$ cat config.mk
export PLATFORM = sky130hd
export DESIGN_NAME = pwd_verify_lock_flat
export DESIGN_NICKNAME = d
export VERILOG_FILES = /design/src/rtl/pwd_lock_pkg.sv /design/src/rtl/pwd_verify_lock_if.sv /design/src/rtl/sync_rise_pulse.sv /design/src/rtl/pwd_verify_lock.sv /design/src/flat_wrapper.sv
export SDC_FILE = /design/constraint.sdc
export NUM_CORES = 1
export LEC_CHECK = 0
export CORE_MARGIN = 2
export CORE_UTILIZATION = 45
export DETAILED_ROUTE_END_ITERATION = 7
export PLACE_DENSITY = 0.69
export SKIP_LAST_GASP = 1
export SLEW_MARGIN = 10
export SYNTH_ARGS = -nofsm -noshare
export SYNTH_HDL_FRONTEND = slang
export SYNTH_HIERARCHICAL = 1
export SYNTH_SLANG_ARGS = --single-unit
export TNS_END_PERCENT = 10
$ cat constraint.sdc
create_clock -name clock -period 2.8 [get_ports clock]
set_input_delay 0.56 -clock clock [delete_from_list [all_inputs] [get_ports clock]]
set_output_delay 0.56 -clock clock [all_outputs]
set_load 0.02 [all_outputs]
$ cat src/rtl/pwd_lock_pkg.sv
// Shared encodings for the password verify/lock block: FSM states, HEX3 glyphs
// and the entry-validity rule used by both the check and the change paths.
package pwd_lock_pkg;

    typedef enum logic [2:0] {
        ST_IDLE   = 3'd0,
        ST_CHECK  = 3'd1,
        ST_OPEN   = 3'd2,
        ST_FAIL   = 3'd3,
        ST_LOCKED = 3'd4
    } state_e;

    // Active-low segments, bit order {g,f,e,d,c,b,a}
    localparam logic [6:0] SEG_DASH = 7'b0111111;
    localparam logic [6:0] SEG_O    = 7'b1000000;
    localparam logic [6:0] SEG_E    = 7'b0000110;
    localparam logic [6:0] SEG_L    = 7'b1000111;

    localparam logic [3:0] BLANK_DIGIT = 4'hF;

    function automatic logic digit_ok(input logic [3:0] d);
        return (d != BLANK_DIGIT) && (d <= 4'd9);
    endfunction

    function automatic logic entry_valid(input logic [11:0] e);
        return digit_ok(e[3:0]) && digit_ok(e[7:4]) && digit_ok(e[11:8]);
    endfunction

endpackage

$ cat src/rtl/pwd_verify_lock_if.sv
// Entry-side inputs from the keypad FSM and the status outputs towards LEDs/HEX3.
interface pwd_verify_lock_if;
    logic [11:0] entry_data;
    logic        entry_done;
    logic        pwd_change;
    logic        lock_now;
    logic        unlocked;
    logic        alarm;
    logic [1:0]  tries_left;
    logic        pwd_changed;
    logic [2:0]  state_code;
    logic [6:0]  hex_status;

    modport master (
        output entry_data, entry_done, pwd_change, lock_now,
        input  unlocked, alarm, tries_left, pwd_changed, state_code, hex_status
    );

    modport slave (
        input  entry_data, entry_done, pwd_change, lock_now,
        output unlocked, alarm, tries_left, pwd_changed, state_code, hex_status
    );
endinterface

$ cat src/rtl/sync_rise_pulse.sv
// Two-flop synchroniser plus one delay flop; emits a one-clock pulse per rising
// edge of an asynchronous level.
module sync_rise_pulse (
    input  logic clock,
    input  logic resetn,
    input  logic din,
    output logic pulse
);
    logic [2:0] sync_q;
    logic [2:0] sync_d;

    always_comb begin
        sync_d = {sync_q[1:0], din};
    end

    always_ff @(posedge clock or negedge resetn) begin
        if (!resetn) sync_q <= '0;
        else         sync_q <= sync_d;
    end

    assign pulse = sync_q[1] & ~sync_q[2];
endmodule

$ cat src/rtl/pwd_verify_lock.sv
// Compares a completed 3-digit entry with the stored password and runs the
// lock / fail / lockout state machine with its hold timer and try counter.
module pwd_verify_lock
    import pwd_lock_pkg::*;
#(
    parameter logic [11:0] DEFAULT_PWD    = 12'h123,
    parameter int          MAX_TRIES      = 3,
    parameter int          UNLOCK_CYCLES  = 32,
    parameter int          FAIL_CYCLES    = 8,
    parameter int          LOCKOUT_CYCLES = 64
) (
    input  logic               clock,
    input  logic               resetn,
    pwd_verify_lock_if.slave   bus
);
    localparam int MAX_A   = (UNLOCK_CYCLES > FAIL_CYCLES) ? UNLOCK_CYCLES : FAIL_CYCLES;
    localparam int MAX_CYC = (MAX_A > LOCKOUT_CYCLES) ? MAX_A : LOCKOUT_CYCLES;
    localparam int TMR_W   = (MAX_CYC > 1) ? $clog2(MAX_CYC) : 1;

    localparam logic [TMR_W-1:0] T_UNLOCK = TMR_W'(UNLOCK_CYCLES - 1);
    localparam logic [TMR_W-1:0] T_FAIL   = TMR_W'(FAIL_CYCLES - 1);
    localparam logic [TMR_W-1:0] T_LOCK   = TMR_W'(LOCKOUT_CYCLES - 1);
    localparam logic [1:0]       TRIES_INIT = 2'(MAX_TRIES);

    state_e           state_q, state_d;
    logic [11:0]      entry_q, entry_d;
    logic [11:0]      pwd_q, pwd_d;
    logic [1:0]       tries_q, tries_d;
    logic [TMR_W-1:0] timer_q, timer_d;
    logic             unlocked_q, unlocked_d;
    logic             alarm_q, alarm_d;
    logic             pwd_changed_q, pwd_changed_d;
    logic             ent_pulse;

    sync_rise_pulse u_sync (
        .clock  (clock),
        .resetn (resetn),
        .din    (bus.entry_done),
        .pulse  (ent_pulse)
    );

    always_comb begin
        state_d       = state_q;
        entry_d       = entry_q;
        pwd_d         = pwd_q;
        tries_d       = tries_q;
        timer_d       = timer_q;
        pwd_changed_d = 1'b0;
        case (state_q)
            ST_IDLE: begin
                if (ent_pulse) begin
                    entry_d = bus.entry_data;
                    state_d = ST_CHECK;
                end
            end
            ST_CHECK: begin
                if (entry_valid(entry_q) && (entry_q == pwd_q)) begin
                    state_d = ST_OPEN;
                    tries_d = TRIES_INIT;
                    timer_d = T_UNLOCK;
                end else if (tries_q <= 2'd1) begin
                    // Last try used up: lockout, counter sits at zero until reload
                    state_d = ST_LOCKED;
                    tries_d = 2'd0;
                    timer_d = T_LOCK;
                end else begin
                    state_d = ST_FAIL;
                    tries_d = tries_q - 2'd1;
                    timer_d = T_FAIL;
                end
            end
            ST_OPEN: begin
                if (bus.lock_now || (timer_q == '0)) begin
                    state_d = ST_IDLE;
                end else if (ent_pulse && bus.pwd_change && entry_valid(bus.entry_data)) begin
                    pwd_d         = bus.entry_data;
                    pwd_changed_d = 1'b1;
                    state_d       = ST_IDLE;
                end else begin
                    timer_d = timer_q - 1'b1;
                end
            end
            ST_FAIL: begin
                if (timer_q == '0) state_d = ST_IDLE;
                else               timer_d = timer_q - 1'b1;
            end
            ST_LOCKED: begin
                if (timer_q == '0) begin
                    tries_d = TRIES_INIT;
                    state_d = ST_IDLE;
                end else begin
                    timer_d = timer_q - 1'b1;
                end
            end
            default: state_d = ST_IDLE;
        endcase
        unlocked_d = (state_d == ST_OPEN);
        alarm_d    = (state_d == ST_LOCKED);
    end

    always_ff @(posedge clock or negedge resetn) begin
        if (!resetn) begin
            state_q       <= ST_IDLE;
            pwd_q         <= DEFAULT_PWD;
            tries_q       <= TRIES_INIT;
            timer_q       <= '0;
            unlocked_q    <= 1'b0;
            alarm_q       <= 1'b0;
            pwd_changed_q <= 1'b0;
        end else begin
            state_q       <= state_d;
            pwd_q         <= pwd_d;
            tries_q       <= tries_d;
            timer_q       <= timer_d;
            unlocked_q    <= unlocked_d;
            alarm_q       <= alarm_d;
            pwd_changed_q <= pwd_changed_d;
        end
    end

    // Entry capture is pure data; it is always written before CHECK reads it
    always_ff @(posedge clock) begin
        entry_q <= entry_d;
    end

    always_comb begin
        case (state_q)
            ST_OPEN:   bus.hex_status = SEG_O;
            ST_FAIL:   bus.hex_status = SEG_E;
            ST_LOCKED: bus.hex_status = SEG_L;
            default:   bus.hex_status = SEG_DASH;
        endcase
    end

    assign bus.unlocked    = unlocked_q;
    assign bus.alarm       = alarm_q;
    assign bus.tries_left  = tries_q;
    assign bus.pwd_changed = pwd_changed_q;
    assign bus.state_code  = state_q;
endmodule
$ cat src/flat_wrapper.sv
// flat-port wrapper written by rule: the top's interface ports become plain ports
module pwd_verify_lock_flat import pwd_lock_pkg::*;
#(
    parameter logic [11:0] DEFAULT_PWD    = 12'h123,
    parameter int          MAX_TRIES      = 3,
    parameter int          UNLOCK_CYCLES  = 32,
    parameter int          FAIL_CYCLES    = 8,
    parameter int          LOCKOUT_CYCLES = 64
)
  (clock, resetn, bus_entry_data, bus_entry_done, bus_pwd_change, bus_lock_now, bus_unlocked, bus_alarm, bus_tries_left, bus_pwd_changed, bus_state_code, bus_hex_status);
  pwd_verify_lock_if bus_i ();
  input  logic clock;
  input  logic resetn;
  input wire logic [$bits(bus_i.entry_data)-1:0] bus_entry_data;
  input wire logic [$bits(bus_i.entry_done)-1:0] bus_entry_done;
  input wire logic [$bits(bus_i.pwd_change)-1:0] bus_pwd_change;
  input wire logic [$bits(bus_i.lock_now)-1:0] bus_lock_now;
  output wire logic [$bits(bus_i.unlocked)-1:0] bus_unlocked;
  output wire logic [$bits(bus_i.alarm)-1:0] bus_alarm;
  output wire logic [$bits(bus_i.tries_left)-1:0] bus_tries_left;
  output wire logic [$bits(bus_i.pwd_changed)-1:0] bus_pwd_changed;
  output wire logic [$bits(bus_i.state_code)-1:0] bus_state_code;
  output wire logic [$bits(bus_i.hex_status)-1:0] bus_hex_status;
  assign bus_i.entry_data = bus_entry_data;
  assign bus_i.entry_done = bus_entry_done;
  assign bus_i.pwd_change = bus_pwd_change;
  assign bus_i.lock_now = bus_lock_now;
  assign bus_unlocked = bus_i.unlocked;
  assign bus_alarm = bus_i.alarm;
  assign bus_tries_left = bus_i.tries_left;
  assign bus_pwd_changed = bus_i.pwd_changed;
  assign bus_state_code = bus_i.state_code;
  assign bus_hex_status = bus_i.hex_status;
  pwd_verify_lock #(.DEFAULT_PWD(DEFAULT_PWD), .MAX_TRIES(MAX_TRIES), .UNLOCK_CYCLES(UNLOCK_CYCLES), .FAIL_CYCLES(FAIL_CYCLES), .LOCKOUT_CYCLES(LOCKOUT_CYCLES)) u_core (.clock(clock), .resetn(resetn), .bus(bus_i));
endmodule
==> flow_summary.ini <==
[yosys]
ys_seq_elements = 41
synth-async-reset-ratio = 0.707
syn_area_per_cell_um2 = 11.6
synth_area_leaders = dfrtp_1, edfxtp_1, dfstp_2, mux2_2, xnor2_1
synth_area_leader_cell = dfrtp_1
synth_edf_count = 12
ys_warn_count = 6
yosysUniqueCellTypes = 48
ys_seq_area_frac = 0.535
yosysTopAreaCellShare = 0.282
syn_nets = 195
netlist_area_um2 = 2040
synthFlopType = dfrtp_1
netlist_instances = 176

[critical_path]
crit_path_cell_trace = or3b_4 > nand2_1 > inv_1 > clkdlybuf4s50_1
worstPathMaxFanout = 9
path_class = flip-flop to primary output
rr_endpoint = u_core/pwd_q[2]
worstSetupStartpoint = u_core/bus.state_code[1]
startpoint_type = flip-flop
r2r_slack_ps = 650
arrival_ps = 2130
r2r_cells = 7
cpMaxStageDelayCell = clkdlybuf4s50_1
crit_required_ps = 2240
cp_slowest_stage_delay_ps = 560
r2r-start = u_core/timer_q[0]
cp-end-kind = primary output

[global_route]
grt_pass1_wl_um = 6800
overflow = 0
grt_pass1_vias = 1484
grt_max_degree = 30
antenna_found_initial = 0
track_usage = 0.174

[floorplanning]
dieArea_um2 = 5100
io_pins = 32
start_util = 0.470
die_height_um = 71.4
die_w_um = 71.4
rows = 24
coreArea_um2 = 4350

[sta]
fin_skew_ps = 8.38
max-slew-margin-rel = 0.729
max_clock_freq_ghz = 0.372
hold_violations = 0
worst_pin_slew_ps = 403
worst_slack_ps = 111
fin_setup_tns_ps = 0
fin_crit_ps = 2690
grt_setup_unrepaired = false
holdWs_ps = 353
setup-violations-final = 0
fin_crit_sh = 0.960
slew_viol_final = 0

[clocking]
hold_buffers = 0
cts_buffers = 5
cts_root_buffer = clkbuf_8
cts_sinks = 41
cts_buffer_depth = 2
clk_pin_slew_ps = 80
worst_skew_pair.late_latency_ps = 290
h-tree-depth = 2
postCtsSetupRepairBufs = 0
cts_tree = yes

[pwr]
p_total_mw = 1.91
power.density_nw_per_um2 = 756
p_switching_mw = 0.617
p_comb_frac = 0.329
p_leak_nw = 0.974
vdd_drop_max_mv = 0.569
p_clk_frac = 0.256
p_sw_frac = 0.324
power_frac_seq = 0.415
internal_power_mw = 1.29

[min_path]
hold_depth = 0
min_to = u_core/u_sync/sync_q[1]
min_path_type = flip-flop to flip-flop
min_from = u_core/u_sync/sync_q[0]

[detailed_routing]
initialDrtViolationCount = 116
wire_per_inst_um = 15.8
wirelength_um = 4130
drt-vias-per-instance = 5.67
drc = 0
via_count = 1485
firstDrtPassIters = 4
antenna_left = 0

[layout]
layout_common_cells = clkdlybuf4s50_1, dfrtp_1, o21ai_0
drive_gt1_frac = 0.205
final_common_cell = clkdlybuf4s50_1
nNetsFinal = 228
syn2layout_area_growth_pct = 23.4
antenna_cells = 0

[place]
dpl.hpwl_um = 3030
gp_congestion = 0.817
place_ws_ps = 297
portBuffers = 31

[outcome]
outcome = finished, final reports clean

[run]
drv_cap = 0
-- cells in the mapped netlist, drive strengths merged (2+ instances only) --
library cell  instances
dfrtp                23
o21ai                16
nand2                13
edfxtp               12
mux2                 12
nor2                 12
xnor2                10
inv                   8
buf                   7
a21oi                 6
dfstp                 6
nor3                  6
nor2b                 4
a31oi                 3
nand2b                3
nand4                 3
nor4                  3
o22ai                 3
clkbuf                2
ha                    2
nor4b                 2
-- per-stage QoR --
stage,util,area [µm²],std cells
finish,0.579,2520,262
global route,0.579,2520,262
CTS,0.579,2520,262
detailed placement,0.551,2400,254
global placement,0.551,2400,254
floorplan,-,2040,176
-- power groups by stage --
stage               Clock, mW  Combinational (mW)  Sequential (mW)
floorplan                   0               0.430            0.788
global placement            0               0.592            0.793
detailed placement          0               0.616            0.800
CTS                     0.504               0.620            0.790
global route            0.528               0.678            0.804
finish                  0.487               0.627            0.791
-- flip-flops by register name, indices dropped and copies added, names as in the netlist --
register and flops:
u_core/bus.unlocked 1, u_core/u_sync/sync_q 3, u_core/entry_q 12, u_core/bus.state_code 3, u_core/timer_q 6, u_core/bus.tries_left 2
u_core/bus.pwd_changed 1, u_core/bus.alarm 1, u_core/pwd_q 12
-- per-layer routing --
layer / wire (µm) / global-route usage / part of all wire
met2: 2220 / 0.318 / 0.54
met3: 206 / 0.0323 / 0.050
met4: 24 / 0.0797 / 0.0058
met5: 0 / 0 / 0
met1: 1680 / 0.194 / 0.41
-- area by class of cell --
cell class | count | area, µm²
fillers | 360 | 1830
inverters | 8 | 30.0
well taps | 52 | 65.1
repair buffers | 35 | 340
multi-input cells | 118 | 872
flip-flops and latches | 41 | 1090
clock inverters | 2 | 37.5
clock buffers | 6 | 82.6
-- cell families (layout without fill, tap and decap cells) --
kind of cell	after synthesis	after routing	share of synthesized area
compound gates	39	39	0.134
xor+xnor	11	11	0.0471
fa+ha+maj	2	2	0.0122
buf+inv	17	51	0.0428
flops	41	41	0.535
mux	12	12	0.0661
simple gates	54	54	0.163
-- worst max path at each step --
stage / slack (ps) / cells past startpoint / to
floorplan: 200 / 2 / u_core/entry_q[0]
global placement: 340 / 6 / u_core/pwd_q[2]
detailed placement: 300 / 6 / u_core/pwd_q[11]
CTS: 20 / 4 / bus_hex_status[3]
global route: 10 / 4 / bus_hex_status[3]
finish: 110 / 4 / bus_hex_status[3]
-- worst max-delay path, delay by kind of cell (launching register included) --
kind | cells | cell delay (ps)
buffers and inverters | 2 | 680
flip-flops | 1 | 490
AND/OR/NAND/NOR | 2 | 660
-- repair_timing --
item,CTS,global route
endpoints found under the setup margin,3,3
pin swaps,0,0
resized for setup,1,1
(Power assumes the default switching activity.)
